**config.mk**
```make
export PLATFORM = sky130hd
export DESIGN_NAME = lsu_mem_port_flat
export DESIGN_NICKNAME = d
export VERILOG_FILES = /design/src/rtl/lsu_mem_port_if.sv /design/src/rtl/lsu_mem_port.sv /design/src/flat_wrapper.sv
export SDC_FILE = /design/constraint.sdc
export NUM_CORES = 1
export LEC_CHECK = 0
export BUFFER_PORTS_ARGS = -buffer_cell sky130_fd_sc_hd__buf_2
export CAP_MARGIN = 20
export CORE_ASPECT_RATIO = 0.6
export CORE_MARGIN = 5
export CORE_UTILIZATION = 45
export CTS_BUF_LIST = sky130_fd_sc_hd__clkbuf_8
export DETAILED_ROUTE_END_ITERATION = 8
export PLACE_DENSITY = 0.71
export SLEW_MARGIN = 0
export SYNTH_ARGS = -nofsm -noshare
export SYNTH_HDL_FRONTEND = slang
export SYNTH_SLANG_ARGS = --single-unit
```
**constraint.sdc**
```tcl
create_clock -name clk -period 4.75 [get_ports clk]
set_clock_uncertainty 0.05 [all_clocks]
set_input_delay 0.95 -clock clk [delete_from_list [all_inputs] [get_ports clk]]
set_output_delay 0.95 -clock clk [all_outputs]
set_load 0.02 [all_outputs]
```
**src/rtl/lsu_mem_port_if.sv**
```systemverilog
// Core/memory bundle of the load/store unit: request and response handshakes plus the
// byte-addressed memory port. The LSU takes the slave side, the core/memory model the master side.
interface lsu_mem_port_if #(
  parameter int ADDR_BITS = 10
);
  logic                 req_valid;
  logic                 req_ready;
  logic                 req_we;
  logic [2:0]           req_funct3;
  logic [31:0]          req_addr;
  logic [31:0]          req_wdata;
  logic                 rsp_valid;
  logic                 rsp_ready;
  logic [31:0]          rsp_rdata;
  logic                 rsp_err;
  logic [3:0]           mem_w_enb;
  logic                 mem_r_enb;
  logic [ADDR_BITS-1:0] mem_addr;
  logic [31:0]          mem_w_data;
  logic [31:0]          mem_r_data;

  modport master (
    output req_valid, req_we, req_funct3, req_addr, req_wdata, rsp_ready, mem_r_data,
    input  req_ready, rsp_valid, rsp_rdata, rsp_err, mem_w_enb, mem_r_enb, mem_addr, mem_w_data
  );

  modport slave (
    input  req_valid, req_we, req_funct3, req_addr, req_wdata, rsp_ready, mem_r_data,
    output req_ready, rsp_valid, rsp_rdata, rsp_err, mem_w_enb, mem_r_enb, mem_addr, mem_w_data
  );
endinterface

```
**src/rtl/lsu_mem_port.sv**
```systemverilog
// Single-outstanding load/store unit: decodes funct3 into byte strobes, extends load data,
// and turns illegal/misaligned/out-of-range requests into error responses without a memory access.
module lsu_mem_port #(
  parameter int ADDR_BITS   = 10,
  parameter bit CHECK_ALIGN = 1'b1
) (
  input logic           clk,
  input logic           rst,
  lsu_mem_port_if.slave bus
);

  localparam logic [1:0] IDLE   = 2'd0;
  localparam logic [1:0] ACCESS = 2'd1;
  localparam logic [1:0] RESP   = 2'd2;

  localparam logic [32:0] MEM_TOP = 33'((33'd1 << ADDR_BITS) - 33'd1);

  logic [1:0]           state_q,  state_d;
  logic                 we_q,     we_d;
  logic [2:0]           funct3_q, funct3_d;
  logic [ADDR_BITS-1:0] addr_q,   addr_d;
  logic [31:0]          wdata_q,  wdata_d;
  logic [31:0]          rdata_q,  rdata_d;
  logic                 err_q,    err_d;

  logic [32:0] accSize;
  logic [32:0] lastByte;
  logic        funct3Legal;
  logic        misaligned;
  logic        outOfRange;
  logic        reqErr;
  logic [31:0] loadData;
  logic [3:0]  storeStrobe;
  logic        inAccess;

  // Request screening; the last byte is computed in 33 bits so addresses near 2**32 cannot wrap.
  always_comb begin
    accSize = 33'd1;
    case (bus.req_funct3[1:0])
      2'b01:   accSize = 33'd2;
      2'b10:   accSize = 33'd4;
      default: accSize = 33'd1;
    endcase
    lastByte   = {1'b0, bus.req_addr} + accSize - 33'd1;
    outOfRange = (lastByte > MEM_TOP);
    if (bus.req_we) begin
      funct3Legal = bus.req_funct3 inside {3'b000, 3'b001, 3'b010};
    end else begin
      funct3Legal = bus.req_funct3 inside {3'b000, 3'b001, 3'b010, 3'b100, 3'b101};
    end
    misaligned = CHECK_ALIGN &&
                 (((bus.req_funct3[1:0] == 2'b01) && bus.req_addr[0]) ||
                  ((bus.req_funct3[1:0] == 2'b10) && (bus.req_addr[1:0] != 2'b00)));
    reqErr = !funct3Legal || misaligned || outOfRange;
  end

  always_comb begin
    loadData = bus.mem_r_data;
    case (funct3_q)
      3'b000:  loadData = {{24{bus.mem_r_data[7]}}, bus.mem_r_data[7:0]};
      3'b001:  loadData = {{16{bus.mem_r_data[15]}}, bus.mem_r_data[15:0]};
      3'b100:  loadData = {24'd0, bus.mem_r_data[7:0]};
      3'b101:  loadData = {16'd0, bus.mem_r_data[15:0]};
      default: loadData = bus.mem_r_data;
    endcase
    storeStrobe = 4'b0000;
    case (funct3_q[1:0])
      2'b00:   storeStrobe = 4'b0001;
      2'b01:   storeStrobe = 4'b0011;
      2'b10:   storeStrobe = 4'b1111;
      default: storeStrobe = 4'b0000;
    endcase
  end

  always_comb begin
    state_d  = state_q;
    we_d     = we_q;
    funct3_d = funct3_q;
    addr_d   = addr_q;
    wdata_d  = wdata_q;
    rdata_d  = rdata_q;
    err_d    = err_q;
    case (state_q)
      IDLE: begin
        if (bus.req_valid) begin
          we_d     = bus.req_we;
          funct3_d = bus.req_funct3;
          addr_d   = bus.req_addr[ADDR_BITS-1:0];
          wdata_d  = bus.req_wdata;
          rdata_d  = 32'd0;
          err_d    = reqErr;
          state_d  = reqErr ? RESP : ACCESS;
        end
      end
      ACCESS: begin
        if (!we_q) begin
          rdata_d = loadData;
        end
        state_d = RESP;
      end
      RESP: begin
        if (bus.rsp_ready) begin
          state_d = IDLE;
        end
      end
      default: state_d = IDLE;
    endcase
  end

  always_ff @(posedge clk) begin
    if (!rst) begin
      state_q  <= IDLE;
      we_q     <= 1'b0;
      funct3_q <= 3'd0;
      addr_q   <= '0;
      wdata_q  <= 32'd0;
      rdata_q  <= 32'd0;
      err_q    <= 1'b0;
    end else begin
      state_q  <= state_d;
      we_q     <= we_d;
      funct3_q <= funct3_d;
      addr_q   <= addr_d;
      wdata_q  <= wdata_d;
      rdata_q  <= rdata_d;
      err_q    <= err_d;
    end
  end

  // Every output is gated by rst so a reset mid-access suppresses the memory write at that edge.
  assign inAccess       = rst && (state_q == ACCESS);
  assign bus.req_ready  = rst && (state_q == IDLE);
  assign bus.rsp_valid  = rst && (state_q == RESP);
  assign bus.rsp_rdata  = bus.rsp_valid ? rdata_q : 32'd0;
  assign bus.rsp_err    = bus.rsp_valid && err_q;
  assign bus.mem_w_enb  = (inAccess && we_q) ? storeStrobe : 4'b0000;
  assign bus.mem_r_enb  = inAccess && !we_q;
  assign bus.mem_addr   = inAccess ? addr_q : '0;
  assign bus.mem_w_data = inAccess ? wdata_q : 32'd0;

endmodule

```
**src/flat_wrapper.sv**
```systemverilog
// flat-port wrapper written by rule: the top's interface ports become plain ports
module lsu_mem_port_flat 
#(
  parameter int ADDR_BITS   = 10,
  parameter bit CHECK_ALIGN = 1'b1
)
  (clk, rst, bus_req_valid, bus_req_we, bus_req_funct3, bus_req_addr, bus_req_wdata, bus_rsp_ready, bus_mem_r_data, bus_req_ready, bus_rsp_valid, bus_rsp_rdata, bus_rsp_err, bus_mem_w_enb, bus_mem_r_enb, bus_mem_addr, bus_mem_w_data);
  lsu_mem_port_if #(.ADDR_BITS(ADDR_BITS)) bus_i ();
  input logic clk;
  input logic rst;
  input wire logic [$bits(bus_i.req_valid)-1:0] bus_req_valid;
  input wire logic [$bits(bus_i.req_we)-1:0] bus_req_we;
  input wire logic [$bits(bus_i.req_funct3)-1:0] bus_req_funct3;
  input wire logic [$bits(bus_i.req_addr)-1:0] bus_req_addr;
  input wire logic [$bits(bus_i.req_wdata)-1:0] bus_req_wdata;
  input wire logic [$bits(bus_i.rsp_ready)-1:0] bus_rsp_ready;
  input wire logic [$bits(bus_i.mem_r_data)-1:0] bus_mem_r_data;
  output wire logic [$bits(bus_i.req_ready)-1:0] bus_req_ready;
  output wire logic [$bits(bus_i.rsp_valid)-1:0] bus_rsp_valid;
  output wire logic [$bits(bus_i.rsp_rdata)-1:0] bus_rsp_rdata;
  output wire logic [$bits(bus_i.rsp_err)-1:0] bus_rsp_err;
  output wire logic [$bits(bus_i.mem_w_enb)-1:0] bus_mem_w_enb;
  output wire logic [$bits(bus_i.mem_r_enb)-1:0] bus_mem_r_enb;
  output wire logic [$bits(bus_i.mem_addr)-1:0] bus_mem_addr;
  output wire logic [$bits(bus_i.mem_w_data)-1:0] bus_mem_w_data;
  assign bus_i.req_valid = bus_req_valid;
  assign bus_i.req_we = bus_req_we;
  assign bus_i.req_funct3 = bus_req_funct3;
  assign bus_i.req_addr = bus_req_addr;
  assign bus_i.req_wdata = bus_req_wdata;
  assign bus_i.rsp_ready = bus_rsp_ready;
  assign bus_i.mem_r_data = bus_mem_r_data;
  assign bus_req_ready = bus_i.req_ready;
  assign bus_rsp_valid = bus_i.rsp_valid;
  assign bus_rsp_rdata = bus_i.rsp_rdata;
  assign bus_rsp_err = bus_i.rsp_err;
  assign bus_mem_w_enb = bus_i.mem_w_enb;
  assign bus_mem_r_enb = bus_i.mem_r_enb;
  assign bus_mem_addr = bus_i.mem_addr;
  assign bus_mem_w_data = bus_i.mem_w_data;
  lsu_mem_port #(.ADDR_BITS(ADDR_BITS), .CHECK_ALIGN(CHECK_ALIGN)) u_core (.clk(clk), .rst(rst), .bus(bus_i));
endmodule
```
; ---- Word-level counts from Yosys, hierarchy flattened
; Index checks and enable logic that the tools add are counted.
[classes]
reduce_logical = 24
n_lt_le_gt_ge = 1
muxes = 15
eq_ne = 16
addsub = 2
[op_table]
columns = operator, count
row1 = 32-bit two-way mux, 4
row2 = 32-bit one-hot mux with 4 select lines, 1
row3 = 32-bit one-hot mux with 2 select lines, 1
row4 = 32-bit by 3-bit adder with 33-bit output, 1
row5 = "33-bit by 10-bit > comparator with 1-bit output, second input constant", 1
row6 = "33-bit by 1-bit subtractor with 33-bit output, second input constant", 1
row7 = "3-bit equality test, second input constant", 4
row8 = 4-bit one-hot mux with 3 select lines, 1
row9 = 10-bit two-way mux, 1
row10 = 1-bit logical AND, 8
row11 = "2-bit by 1-bit equality test with 1-bit output, second input constant", 3
row12 = "2-bit equality test, second input constant", 3
row13 = "3-bit by 1-bit equality test with 1-bit output, second input constant", 2
row14 = 3-bit zero test, 2
row15 = 2-bit two-way mux, 3
row16 = "2-bit inequality test, second input constant", 3
row17 = 2-bit one-hot mux with 3 select lines, 1
row18 = 3-bit one-hot mux with 2 select lines, 1
row19 = 5-bit nonzero test, 1
row20 = 2-bit zero test, 2
row21 = 4-bit two-way mux, 1
row22 = 2-bit AND reduction, 2
row23 = 2-bit nonzero test, 2
row24 = "3-bit by 2-bit equality test with 1-bit output, second input constant", 1
row25 = 5 further kinds, 8
[word_totals]
word_cells = 65
in_bits = 104
out_inout_bits = 82
regBits = 81

; ---- Depth between registers and ports, before layout
; Gate-level depths: netlist of the first run.
[depth]
depth_word = 9
mapped_depth = 17
depth_no_buf = 17

; ---- Least setup slack after synthesis of the first run
; No wires, ideal clock.
[synth_timing]
path_type = input port to flip-flop
from = input bus_req_funct3[0]
to = register u_core.state_q[1]
slack_ns = 0.636
setup_time_ns = 0.120
path_stages = 15
arrival_ns = 3.944
required_ns = 4.580
cell_sequence = inv_1 -> ha_1 -> inv_1 -> ha_1 -> inv_1 -> ha_1 -> a211oi_2 -> o21a_1 -> o211a_1 -> a211oi_2 -> or3_2 -> a2111o_1 -> nor4_4 -> a311oi_1 -> o31a_1
[synth_between]
elab_chain_cells = 9
elab_cells_between_ends = 23
[synth_lines]
columns = item, line_no
row1 = "start, declared", flat_wrapper.sv:13  ; input wire logic [$bits(bus_i.req_funct3)-1:0] bus_req_funct3;
row2 = 2-bit equality test (tied with other cells), "lsu_mem_port.sv:39, lsu_mem_port.sv:53"
row3 = 3-bit one-hot mux with 2 select lines (tied with other cells), lsu_mem_port.sv:39  ; case (bus.req_funct3[1:0])
row4 = 32-bit by 3-bit adder with 33-bit output / 1-bit two-way mux (equally long branches), "lsu_mem_port.sv:44, lsu_mem_port.sv:46"
row5 = 33-bit by 1-bit subtractor with 33-bit output / 1-bit zero test (equally long branches), "lsu_mem_port.sv:44, lsu_mem_port.sv:54"
row6 = 33-bit by 10-bit > comparator with 1-bit output / 1-bit logical OR (equally long branches), "lsu_mem_port.sv:45, lsu_mem_port.sv:54"
row7 = 1-bit logical OR (*), lsu_mem_port.sv:54  ; reqErr = !funct3Legal || misaligned || outOfRange;
row8 = 2-bit two-way mux (*), lsu_mem_port.sv:92  ; state_d = reqErr ? RESP : ACCESS;
row9 = 2-bit two-way mux (*), lsu_mem_port.sv:85  ; if (bus.req_valid) begin
row10 = 2-bit one-hot mux with 3 select lines (*), lsu_mem_port.sv:83  ; case (state_q)
row11 = "end signal, assigned", lsu_mem_port.sv:120  ; state_q <= state_d;
row12 = "end, declared", lsu_mem_port.sv:18  ; logic [1:0] state_q, state_d;
; Every way passes the cells marked *; elsewhere a longest branch is shown, timed or not. The select of a mux whose other input is x is not followed.
; A chain may end at the register's enable or synchronous reset.

; ---- Worst setup path in the final report of the first run
[layout_timing]
from = input bus_req_funct3[1]
to = register u_core.state_q[1]
; The elaborated chain is that of the path after synthesis.

==> results.md, run 1 <==
* Clock Sinks at slightly above 80
* Final count of hold timing violations at 0
* Worst Setup Path Type: primary input to flip-flop
* Kind of path behind the tightest hold check: flip-flop to flip-flop
* Source of the worst hold timing path: u_core.rdata_q[12]$_SDFFE_PN0P_
* Core Rows at 32
* Portion of the clock cycle consumed by the worst path in the final layout at 0.889
* Global-route wire length before repair at 29.4 mm
* Required time at the endpoint of the critical path at 4.93 ns
* GR met1 Demand/Resource at 0.334
* Number of instances in the synthesized netlist at roughly 820
* Met3 global-route usage at 0.0780
* Net count reported at finish at roughly 1,100
* Area of the core at 13,100 µm²
* Total standard cell area after synthesis at 6100 µm²
* Number of iterations in the first detailed-routing pass at 5
* Die Y at 100 µm
* Number of global-route vias before repair at 5,685
* Worst-Skew Late Latency at 0.34 ns
* Number of buffer cells added on primary ports at 185
* R2r worst-path depth at 7
* Avg Synthesized Cell Area at 7.42 µm²
* Total die area at 16,100 µm²
* Total of max-cap violations at 0
* Worst hold stages at 2
* Buffers inserted by post-CTS timing repair at 0
* Chip Width at roughly 160 µm
* Top Ports at approximately 190
* Commonest cells after routing, fill and taps aside: sky130_fd_sc_hd__buf_2, sky130_fd_sc_hd__nand2_1, sky130_fd_sc_hd__dfxtp_1
* Status: finished clean
* Maximum net fanout on the critical path at 4
* Net switching power at 0.551 mW
* Main synth FF type: sky130_fd_sc_hd__dfxtp_1
* Combinational share of power at 0.280
* Fraction of layout cells with a size suffix above 1 at 0.248
* Leakage power of the design at between 3 and 4 nW
* Initial antenna violation count at 0
* Unrepaired setup endpoints after global routing: false
* Final period demand of the worst path at 4.22 ns
* Filler cell count at 1,273
* Clock-pin transition on the worst setup and hold timing paths at approximately 0.08 ns
* DRT antenna net count at 0
* Worst-margin pin slew at 0.801 ns
* Via/cell ratio at around 5.5
* Post-synthesis to final-layout area growth at 19.3%
* Drt total wl at 18.3 mm
* Remaining DRCs at 0
* M2 GR Usage at 0.308
* PD cells at between 200 and 250 nW/µm²
* Global routing usage summed across all routing layers at 0.220
* Proportion of power drawn by flip-flops and latches at 0.413
* Data arrival time of the worst path at 4.40 ns
* Maximum number of pins on one net before global-route repair at 114
* Pins over their slew limit at 0
* Total power at ~1.7 mW
* Syn_nets at 969
* Most common cell after layout, fill and taps aside: sky130_fd_sc_hd__buf_2
* Total vias in the final route at 6,286
* Cells resized by post-CTS repair at 0
* Final setup viols at 0
* Post-cts hold buffer count at 0
* Routed wire per std cell at 15.9 µm
* Sw Share at 0.319
* RR Endpoint: u_core.rdata_q[22]$_SDFFE_PN0P_
* Final weighted congestion in routability-driven placement at 0.967
* Largest vdd supply drop at ~0.12 mV
* Category of the worst setup path launch point: primary input
* Initial Util at 0.467
* Number of enable-type register cells in the synthesized netlist at 0
* Fmax at ~240 MHz
* Diodes inserted at 0
* Number of warnings issued by yosys at 0
* Cell at the root of the clock tree: sky130_fd_sc_hd__clkbuf_8
* Clock Path Buffers at 2
* Cell internal pwr at 1.18 mW
* Async S/R FF share, synth at 0
* Number of DRC markers in iteration 0 at between 500 and 600
* CTS tree: yes
* Post-synthesis sequential element count at 81
* Clock group share of total power at 0.307
* WHS Endpoint: u_core.rdata_q[12]$_SDFFE_PN0P_
* Post-DP HPWL at 14.3 mm
* Portion of the post-synthesis area used by sequential elements at 0.266
* Register-to-register path setup slack at 2.55 ns
* H-tree levels at 3
* GRT overflow at 0
* Most used routing layer: met1
* Slew margin rel. at 0.460
* R2R Path Start: u_core.funct3_q[1]$_SDFFE_PN0P_
* Critical path endpoint category: flip-flop
* Number of clock buffers inserted by TritonCTS at 9
* Count of cell types in the netlist at 76
* Total negative slack at 0 ns
[worst max-delay path by stage]
stage / start / to / slack, ns
after floorplan: bus_req_funct3[0] / u_core.state_q[1]$_SDFFE_PN0P_ / 0.64
after global placement: bus_req_funct3[0] / u_core.state_q[1]$_SDFFE_PN0P_ / 0.26
after detailed placement: bus_req_funct3[0] / u_core.state_q[1]$_SDFFE_PN0P_ / 0.20
after CTS: bus_req_funct3[0] / u_core.state_q[1]$_SDFFE_PN0P_ / 0.57
after global routing: bus_req_funct3[0] / u_core.state_q[1]$_SDFFE_PN0P_ / 0.37
final: bus_req_funct3[1] / u_core.state_q[1]$_SDFFE_PN0P_ / 0.53
[cells in the mapped netlist, types with 4 or more instances]
cell / count / area share
sky130_fd_sc_hd__a21oi_1: 34 / 0.028
sky130_fd_sc_hd__o211ai_1: 6 / 0.0074
sky130_fd_sc_hd__nor2b_1: 7 / 0.0072
sky130_fd_sc_hd__dfxtp_1: 81 / 0.27
sky130_fd_sc_hd__a21oi_2: 4 / 0.0057
sky130_fd_sc_hd__nand3_1: 14 / 0.011
sky130_fd_sc_hd__clkbuf_1: 31 / 0.019
sky130_fd_sc_hd__ha_1: 42 / 0.086
sky130_fd_sc_hd__a211oi_1: 9 / 0.011
sky130_fd_sc_hd__nor3_1: 9 / 0.0074
sky130_fd_sc_hd__and3_1: 45 / 0.046
sky130_fd_sc_hd__a21boi_0: 62 / 0.076
sky130_fd_sc_hd__nand2_1: 160 / 0.098
sky130_fd_sc_hd__buf_4: 5 / 0.0062
sky130_fd_sc_hd__inv_1: 55 / 0.034
sky130_fd_sc_hd__xnor2_1: 4 / 0.0057
sky130_fd_sc_hd__a21o_1: 6 / 0.0074
sky130_fd_sc_hd__a22oi_1: 4 / 0.0049
sky130_fd_sc_hd__o21a_1: 19 / 0.023
sky130_fd_sc_hd__buf_2: 6 / 0.0049
sky130_fd_sc_hd__and2_1: 36 / 0.037
sky130_fd_sc_hd__o21ai_0: 53 / 0.043
sky130_fd_sc_hd__buf_1: 7 / 0.0043
sky130_fd_sc_hd__nor2_1: 24 / 0.015
sky130_fd_sc_hd__nand4_1: 14 / 0.014
[logic make-up after synthesis]
kind of cell	after synthesis	share of synthesized area
XOR/XNOR	4	0.00574
flip-flops	81	0.266
adder cells (fa/ha/maj)	43	0.0894
multiplexers	5	0.00861
AO/OA/AOI/OAI	242	0.278
buffers and inverters	109	0.0783
AND/OR/NAND/NOR	338	0.274
[layer usage]
layer  wire length [µm]  up-vias
li1                   -     3168
met1               9040     2822
met2               7140      288
met3               2060        8
met4                 43        0
met5                  0        -
[critical path: stages]
cell and delay [ns]:
sky130_fd_sc_hd__buf_2 0.11, sky130_fd_sc_hd__inv_1 0.10, sky130_fd_sc_hd__ha_1 0.16, sky130_fd_sc_hd__inv_1 0.04
sky130_fd_sc_hd__ha_1 0.26, sky130_fd_sc_hd__inv_1 0.04, sky130_fd_sc_hd__ha_1 0.22, sky130_fd_sc_hd__inv_1 0.08
sky130_fd_sc_hd__fa_1 0.17, sky130_fd_sc_hd__nor2b_1 0.05, sky130_fd_sc_hd__o31ai_2 0.32, sky130_fd_sc_hd__a21bo_2 0.25
sky130_fd_sc_hd__a21boi_1 0.11, sky130_fd_sc_hd__o32a_1 0.39, sky130_fd_sc_hd__or3_2 0.47, sky130_fd_sc_hd__a211oi_2 0.29
sky130_fd_sc_hd__a311oi_1 0.12, sky130_fd_sc_hd__o31a_1 0.28
[metrics by stage]
| stage | worst slack, ns | instance area (µm²) | cells | hold slack, ns | utilization |
|---|---|---|---|---|---|
| 2_1_floorplan | 0.636 | 6100 | 822 | 0.367 | - |
| 3_3_place_gp | 0.259 | 7070 | 1133 | 0.379 | 0.541 |
| 3_5_place_dp | 0.203 | 7070 | 1133 | 0.388 | 0.541 |
| 4_1_cts | 0.571 | 7280 | 1149 | 0.408 | 0.558 |
| 5_1_grt | 0.371 | 7280 | 1149 | 0.426 | 0.558 |
| 6_report | 0.529 | 7280 | 1149 | 0.409 | 0.558 |
[cell type report]
type | count | area (µm²) | share of cell area
Multi-Input combinational cell | 632 | 4010 | 0.551
Sequential cell | 81 | 1620 | 0.223
Timing Repair Buffer | 195 | 1010 | 0.139
Tap cell | 170 | 213 | 0.0292
Inverter | 55 | 206 | 0.0284
Clock buffer | 12 | 165 | 0.0227
Clock inverter | 4 | 50.0 | 0.00687
[state kept, by name, indices dropped and copies added, names as in the netlist]
name and cells:
u_core.addr_q 10, u_core.err_q 1, u_core.funct3_q 3, u_core.rdata_q 32, u_core.state_q 2, u_core.wdata_q 32, u_core.we_q 1
[power by group through the flow]
stage                     clock network, mW  registers (mW)  logic (mW)
final                                 0.531           0.715       0.484
after global routing                  0.571           0.719       0.534
after CTS                             0.544           0.715       0.475
after detailed placement                  0           0.731       0.473
after global placement                    0           0.730       0.478
after floorplan                           0           0.727       0.341
No activity file was read; power rests on OpenSTA's default activity.
==> run 2: changes to the inputs <==
- CELL_PAD_IN_SITES_DETAIL_PLACEMENT: unset -> 1
- CELL_PAD_IN_SITES_GLOBAL_PLACEMENT: unset -> 2
- CORE_UTILIZATION: 45 -> 29
- PLACE_DENSITY: 0.71 -> unset
- PLACE_DENSITY_LB_ADDON: unset -> 0.1
==> run 2 against run 1 <==
  * Worst hold slack got worse by 0.0042 ns
  * Final area grew 1.4%
  * Sequential power about the same
  * Setup slack worse by 0.0056 ns
  * Clock power down 16%
  * Cell count is 9.6% higher
  * Power decreased by 3.4%
  * Count of clock-buffer cells in the layout decreased by 2
  * First-iteration DRC count fell by 36%
  * Core utilization is 20 points lower
  * Fmax fell by 0.13%
  * Critical path depth shrank 2
==> results.md, run 2 (synthesis results as in run 1) <==
* Drt total wl at 22.5 mm (was 18.3 mm)
* Most common cell after layout, fill and taps aside: sky130_fd_sc_hd__buf_2 (unchanged)
* Met3 global-route usage at 0.0604 (was 0.0780)
* GR met1 Demand/Resource at 0.287 (was 0.334)
* Finished Core Util at 0.354 (was 0.558)
* Global-route wire length before repair at 34.4 mm (was 29.4 mm)
* Cell breakdown of the critical path: buf_2, inv_1, ha_1, inv_1, ha_1, inv_1, ha_1, a211oi_2, o21a_1, o211a_1, a211oi_2, or3_2, a2111o_1, nor4_4, a311oi_1, o31a_1 (was buf_2, inv_1, ha_1, inv_1, ha_1, inv_1, ha_1, inv_1, fa_1, nor2b_1, o31ai_2, a21bo_2, a21boi_1, o32a_1, or3_2, a211oi_2, a311oi_1, o31a_1)
* Total of max-cap violations at 0 (unchanged)
* Fraction of layout cells with a size suffix above 1 at 0.247 (was 0.248)
* Cell type group with the largest total delay on the critical path: compound AO/OA/AOI/OAI gates (unchanged)
* Die Y at 122 µm (was 100 µm)
* Number of global-route vias before repair at 6,044 (was 5,685)
* Status: finished clean (unchanged)
* Cell at the root of the clock tree: sky130_fd_sc_hd__clkbuf_8 (unchanged)
* Worst Setup Path Type: primary input to flip-flop (unchanged)
* H-tree levels at 3 (unchanged)
* Total negative slack at 0 ns (unchanged)
* Initial antenna violation count at 1 (was 0)
* Chip Width at 197 µm (was 160 µm)
* Number of iterations in the first detailed-routing pass at 5 (unchanged)
* Kind of path behind the tightest hold check: flip-flop to flip-flop (unchanged)
* Number of DRC markers in iteration 0 at 374 (was 585)
* Data arrival time of the worst path at 4.43 ns (was 4.40 ns)
* Global routing usage summed across all routing layers at 0.179 (was 0.220)
* Number of clock buffers inserted by TritonCTS at 9 (unchanged)
* Routed wire per std cell at 17.9 µm (was 15.9 µm)
* Portion of the clock cycle consumed by the worst path in the final layout at 0.890 (was 0.889)
* Commonest cells after routing, fill and taps aside: sky130_fd_sc_hd__buf_2, sky130_fd_sc_hd__nand2_1, sky130_fd_sc_hd__dfxtp_1 (unchanged)
* Required time at the endpoint of the critical path at 4.95 ns (was 4.93 ns)
* Maximum number of pins on one net before global-route repair at 79 (was 114)
* Hold_ws at 0.404 ns (was 0.409 ns)
* Worst-margin pin slew at 0.789 ns (was 0.801 ns)
* DRT antenna net count at 0 (unchanged)
* Final setup viols at 0 (unchanged)
* Leakage power of the design at 3.53 nW (was 3.55 nW)
* CTS tree: yes (unchanged)
* Most used routing layer: met1 (unchanged)
* Net count reported at finish at 1,122 (was 1,121)
* Cells resized by post-CTS repair at 0 (unchanged)
* Clock Path Buffers at 2 (unchanged)
* Top Ports at 186 (unchanged)
* Unrepaired setup endpoints after global routing: false (unchanged)
* Peak per-stage delay on the critical path at 0.46 ns (was 0.47 ns)
* Worst-Skew Late Latency at 0.36 ns (was 0.34 ns)
* Largest vdd supply drop at 0.127 mV (was 0.115 mV)
* Remaining DRCs at 0 (unchanged)
* Buffers and inverters on the worst path at 4 (was 5)
* Final weighted congestion in routability-driven placement at 0.902 (was 0.967)
* M2 GR Usage at 0.230 (was 0.308)
* Critical path endpoint category: flip-flop (unchanged)
* Slew margin rel. at 0.469 (was 0.460)
* Area of the core at 20,800 µm² (was 13,100 µm²)
* Post-DP HPWL at 17.7 mm (was 14.3 mm)
* Category of the worst setup path launch point: primary input (unchanged)
* Final count of hold timing violations at 0 (unchanged)
* Pins over their slew limit at 0 (unchanged)
* Post-cts hold buffer count at 0 (unchanged)
* Buffers inserted by post-CTS timing repair at 0 (unchanged)
* Highest-delay cell along the critical path: sky130_fd_sc_hd__or3_2 (unchanged)
* PD cells at 226 nW/µm² (was 238 nW/µm²)
* Core Rows at 41 (was 32)
* Total vias in the final route at 6,345 (was 6,286)
* Clock-pin transition on the worst setup and hold timing paths at 0.08 ns (about the same)
* Fmax at 237 MHz (about the same)
* Via/cell ratio at 5.04 (was 5.47)
* Total die area at 24,100 µm² (was 16,100 µm²)
* GRT overflow at 0 (unchanged)
* Maximum net fanout on the critical path at 5 (was 4)
* Number of buffer cells added on primary ports at 185 (unchanged)
* Top Registers: u_core.rdata_q x32, u_core.wdata_q x32, u_core.addr_q x10 (unchanged)
* Initial Util at 0.293 (was 0.467)
* Final period demand of the worst path at 4.23 ns (was 4.22 ns)
* Post-synthesis to final-layout area growth at 21.0% (was 19.3%)
* Clock Sinks at 81 (unchanged)
-- run 2: worst paths after layout --
| kind | from | end | slack (ns) | cells after the start |
|---|---|---|---|---|
| setup / recovery | bus_req_funct3[0] | u_core.state_q[1]$_SDFFE_PN0P_ | 0.52 | 16 |
| hold / removal | u_core.rdata_q[14]$_SDFFE_PN0P_ | u_core.rdata_q[14]$_SDFFE_PN0P_ | 0.40 | 2 |
| setup reg to reg | u_core.funct3_q[0]$_SDFFE_PN0P_ | u_core.rdata_q[31]$_SDFFE_PN0P_ | 2.51 | 7 |
| hold reg to reg | u_core.rdata_q[14]$_SDFFE_PN0P_ | u_core.rdata_q[14]$_SDFFE_PN0P_ | 0.40 | 2 |
-- run 2: worst register-to-register path, cell delays in order (launching register included) --
cell and delay, ns:
sky130_fd_sc_hd__dfxtp_1 0.40, sky130_fd_sc_hd__inv_1 0.09, sky130_fd_sc_hd__ha_1 0.22, sky130_fd_sc_hd__or2_2 0.43, sky130_fd_sc_hd__o21ai_0 0.12, sky130_fd_sc_hd__o21a_1 0.45, sky130_fd_sc_hd__o21ai_0 0.20, sky130_fd_sc_hd__a21boi_0 0.21
-- run 2: final cells by class --
cell class / count / area, µm²
clock buffers: 10 / 138
clock inverters: 5 / 25.0
fillers: 2697 / 13400
multi-input cells: 632 / 4010
flip-flops and latches: 81 / 1620
well taps: 279 / 349
diodes: 1 / 2.50
inverters: 55 / 206
repair buffers: 196 / 1030
-- run 2: power breakdown --
group | switching [mW] | internal, mW
clock network | 0.252 | 0.196
registers | 0.0126 | 0.703
logic | 0.317 | 0.191
total | 0.582 | 1.09
-- run 2: routing by layer --
metal  routed length [µm]  vias to the layer above
li1                     -                     3177
met5                   13                        -
met3                 1940                       13
met2                 8430                      195
met4                  110                        2
met1                12000                     2958
-- run 2: per-stage QoR --
step	power, mW	area [µm²]	std cells	worst slack, ns
global route	1.78	7380	1258	0.314
floorplan	1.07	6100	822	0.636
CTS	1.69	7350	1257	0.552
detailed placement	1.23	7190	1242	0.155
global placement	1.23	7190	1242	0.269
finish	1.67	7380	1259	0.524
==> run 3: changes to the inputs <==
- CTS_BUF_LIST: sky130_fd_sc_hd__clkbuf_8 -> unset
==> run 3 against run 2 <==
  * Via count decreased by 0.68%
  * Cell count barely moved
  * Global-route usage stayed put
  * First-iteration DRC count is 6.7% lower
  * Fmax decreased by 0.40%
  * Routed wire length shrank 0.28%
  * Flip-flop and latch count did not move
  * Register-to-register slack about the same
  * Clock power grew 43%
  * Largest cell class unchanged
  * Highest routed layer unchanged
==> results.md, run 3 (synthesis results as in run 1) <==
* Status: finished clean (unchanged)
* Maximum number of pins on one net before global-route repair at 79 (unchanged)
* M2 GR Usage at 0.231 (was 0.230)
* Clock Path Buffers at 2 (unchanged)
* Number of iterations in the first detailed-routing pass at 5 (unchanged)
* Post-DP HPWL at 17.7 mm (unchanged)
* RR Endpoint: u_core.rdata_q[31]$_SDFFE_PN0P_ (unchanged)
* Initial antenna violation count at 1 (unchanged)
* CTS tree: yes (unchanged)
* Clock-pin transition on the worst setup and hold timing paths at 0.06 ns (was 0.08 ns)
* Cell at the root of the clock tree: sky130_fd_sc_hd__clkbuf_16 (was sky130_fd_sc_hd__clkbuf_8)
* Top Registers: u_core.rdata_q x32, u_core.wdata_q x32, u_core.addr_q x10 (unchanged)
* Slew margin rel. at 0.441 (was 0.469)
* Clock Sinks at 81 (unchanged)
* Hold_ws at 0.397 ns (was 0.404 ns)
* PD cells at 249 nW/µm² (was 226 nW/µm²)
* Portion of the clock cycle consumed by the worst path in the final layout at 0.893 (was 0.890)
* End point of the critical path: u_core.state_q[1]$_SDFFE_PN0P_ (unchanged)
* Number of clock buffers inserted by TritonCTS at 9 (unchanged)
* Kind of path behind the tightest hold check: flip-flop to flip-flop (unchanged)
* R2r worst-path depth at 7 (unchanged)
* Most common cell after layout, fill and taps aside: sky130_fd_sc_hd__buf_2 (unchanged)
* Worst-margin pin slew at 0.831 ns (was 0.789 ns)
* Critical path endpoint category: flip-flop (unchanged)
* Finished Core Util at 0.359 (was 0.354)
* Net count reported at finish at 1,122 (unchanged)
* Buffers inserted by post-CTS timing repair at 0 (unchanged)
* Cells resized by post-CTS repair at 0 (unchanged)
* Register-to-register path setup slack at 2.52 ns (was 2.51 ns)
* Largest vdd supply drop at 0.166 mV (was 0.127 mV)
* Maximum net fanout on the critical path at 5 (unchanged)
* Highest-delay cell along the critical path: sky130_fd_sc_hd__or3_2 (unchanged)
* Diodes inserted at 0 (was 1)
* R2R Path Start: u_core.funct3_q[0]$_SDFFE_PN0P_ (unchanged)
* Met3 global-route usage at 0.0562 (was 0.0604)
* Worst setup slack after placement at 0.155 ns (unchanged)
* Worst-Skew Late Latency at 0.34 ns (was 0.36 ns)
* Global routing usage summed across all routing layers at 0.179 (unchanged)
* Post-cts hold buffer count at 0 (unchanged)
* Unrepaired setup endpoints after global routing: false (unchanged)
* Via/cell ratio at 5.01 (was 5.04)
* Most used routing layer: met1 (unchanged)
* Remaining DRCs at 0 (unchanged)
* Area of the core at 20,800 µm² (unchanged)
* Die Y at 122 µm (unchanged)
* Category of the worst setup path launch point: primary input (unchanged)
* GR met1 Demand/Resource at 0.287 (about the same)
* Number of buffer cells added on primary ports at 185 (unchanged)
* Total die area at 24,100 µm² (unchanged)
* Cell breakdown of the critical path: buf_2, inv_1, ha_1, inv_1, ha_1, inv_1, ha_1, a211oi_2, o21a_1, o211a_1, a211oi_2, or3_2, a2111o_1, nor4_4, a311oi_1, o31a_1 (unchanged)
* Total of max-cap violations at 0 (unchanged)
* Final period demand of the worst path at 4.24 ns (was 4.23 ns)
* Total negative slack at 0 ns (unchanged)
* Core Rows at 41 (unchanged)
* Routed wire per std cell at 17.9 µm (about the same)
* Initial Util at 0.293 (unchanged)
* Fmax at 236 MHz (was 237 MHz)
* Fraction of layout cells with a size suffix above 1 at 0.247 (unchanged)
* Worst Setup Path Type: primary input to flip-flop (unchanged)
* Number of DRC markers in iteration 0 at 349 (was 374)
* Commonest cells after routing, fill and taps aside: sky130_fd_sc_hd__buf_2, sky130_fd_sc_hd__nand2_1, sky130_fd_sc_hd__dfxtp_1 (unchanged)
* Worst hold stages at 2 (unchanged)
* Final setup viols at 0 (unchanged)
* Required time at the endpoint of the critical path at 4.93 ns (was 4.95 ns)
* H-tree levels at 3 (unchanged)
* Number of global-route vias before repair at 6,090 (was 6,044)
* Pins over their slew limit at 0 (unchanged)
* Chip Width at 197 µm (unchanged)
* Data arrival time of the worst path at 4.42 ns (was 4.43 ns)
* Post-synthesis to final-layout area growth at 22.6% (was 21.0%)
* Final count of hold timing violations at 0 (unchanged)
* Drt total wl at 22.5 mm (about the same)
* Leakage power of the design at 3.57 nW (was 3.53 nW)
* Global-route wire length before repair at 34.4 mm (about the same)
* Final weighted congestion in routability-driven placement at 0.902 (unchanged)
* Setup ws final at 0.507 ns (was 0.524 ns)
* Total vias in the final route at 6,302 (was 6,345)
* DRT antenna net count at 0 (unchanged)
* GRT overflow at 0 (unchanged)
* Top Ports at 186 (unchanged)
* Critical path launch point: bus_req_funct3[0] (unchanged)
* Peak per-stage delay on the critical path at 0.45 ns (was 0.46 ns)
-- run 3: cell types whose count changed in the layout (fill, tap and decap cells not counted) --
cell,before,now
sky130_fd_sc_hd__clkbuf_16,0,9
sky130_fd_sc_hd__clkbuf_8,10,1
sky130_fd_sc_hd__clkbuf_1,0,2
sky130_fd_sc_hd__inv_1,57,55
sky130_fd_sc_hd__diode_2,1,0
-- run 3: final cells by class --
type / instances / area [µm²]
clock inverter: 3 / 17.5
fill: 2694 / 13300
multi-input combinational: 632 / 4010
inverter: 55 / 206
clock buffer: 12 / 246
sequential: 81 / 1620
timing repair buffer: 196 / 1030
tap: 279 / 349
-- run 3: critical path, delay by kind of cell --
kind / cells / cell delay, ns
buffers and inverters: 4 / 0.31
AOI/OAI and AO/OA: 7 / 1.67
adders and majority gates: 3 / 0.78
and+or+nand+nor: 2 / 0.70
-- run 3: routing by layer --
metal  routed length [µm]  vias to the layer above
met3                 1910                       15
met4                  138                        2
met1                12000                     2929
met5                   13                        -
li1                     -                     3171
met2                 8420                      185
-- run 3: where the power goes --
group          internal (mW)  leakage [nW]  switching [mW]  total [mW]
sequential             0.704         0.660          0.0126       0.716
combinational          0.191          2.78           0.315       0.506
clock                  0.364         0.128           0.276       0.640
total                   1.26          3.57           0.604        1.86
-- run 3: how the worst min path moves through the flow --
stage | slack (ns) | from | endpoint
5_1_grt | 0.42 | u_core.rdata_q[15]$_SDFFE_PN0P_ | u_core.rdata_q[15]$_SDFFE_PN0P_
3_3_place_gp | 0.39 | u_core.rdata_q[15]$_SDFFE_PN0P_ | u_core.rdata_q[15]$_SDFFE_PN0P_
3_5_place_dp | 0.39 | u_core.rdata_q[14]$_SDFFE_PN0P_ | u_core.rdata_q[14]$_SDFFE_PN0P_
6_report | 0.40 | u_core.rdata_q[15]$_SDFFE_PN0P_ | u_core.rdata_q[15]$_SDFFE_PN0P_
2_1_floorplan | 0.37 | u_core.rdata_q[10]$_SDFFE_PN0P_ | u_core.rdata_q[10]$_SDFFE_PN0P_
4_1_cts | 0.40 | u_core.rdata_q[14]$_SDFFE_PN0P_ | u_core.rdata_q[14]$_SDFFE_PN0P_
-- run 3: per-stage QoR --
| step | cells | power, mW | instance area [µm²] |
|---|---|---|---|
| 6_report | 1258 | 1.86 | 7480 |
| 5_1_grt | 1258 | 1.97 | 7480 |
| 4_1_cts | 1257 | 1.88 | 7450 |
| 3_5_place_dp | 1242 | 1.23 | 7190 |
| 3_3_place_gp | 1242 | 1.23 | 7190 |
| 2_1_floorplan | 822 | 1.07 | 6100 |
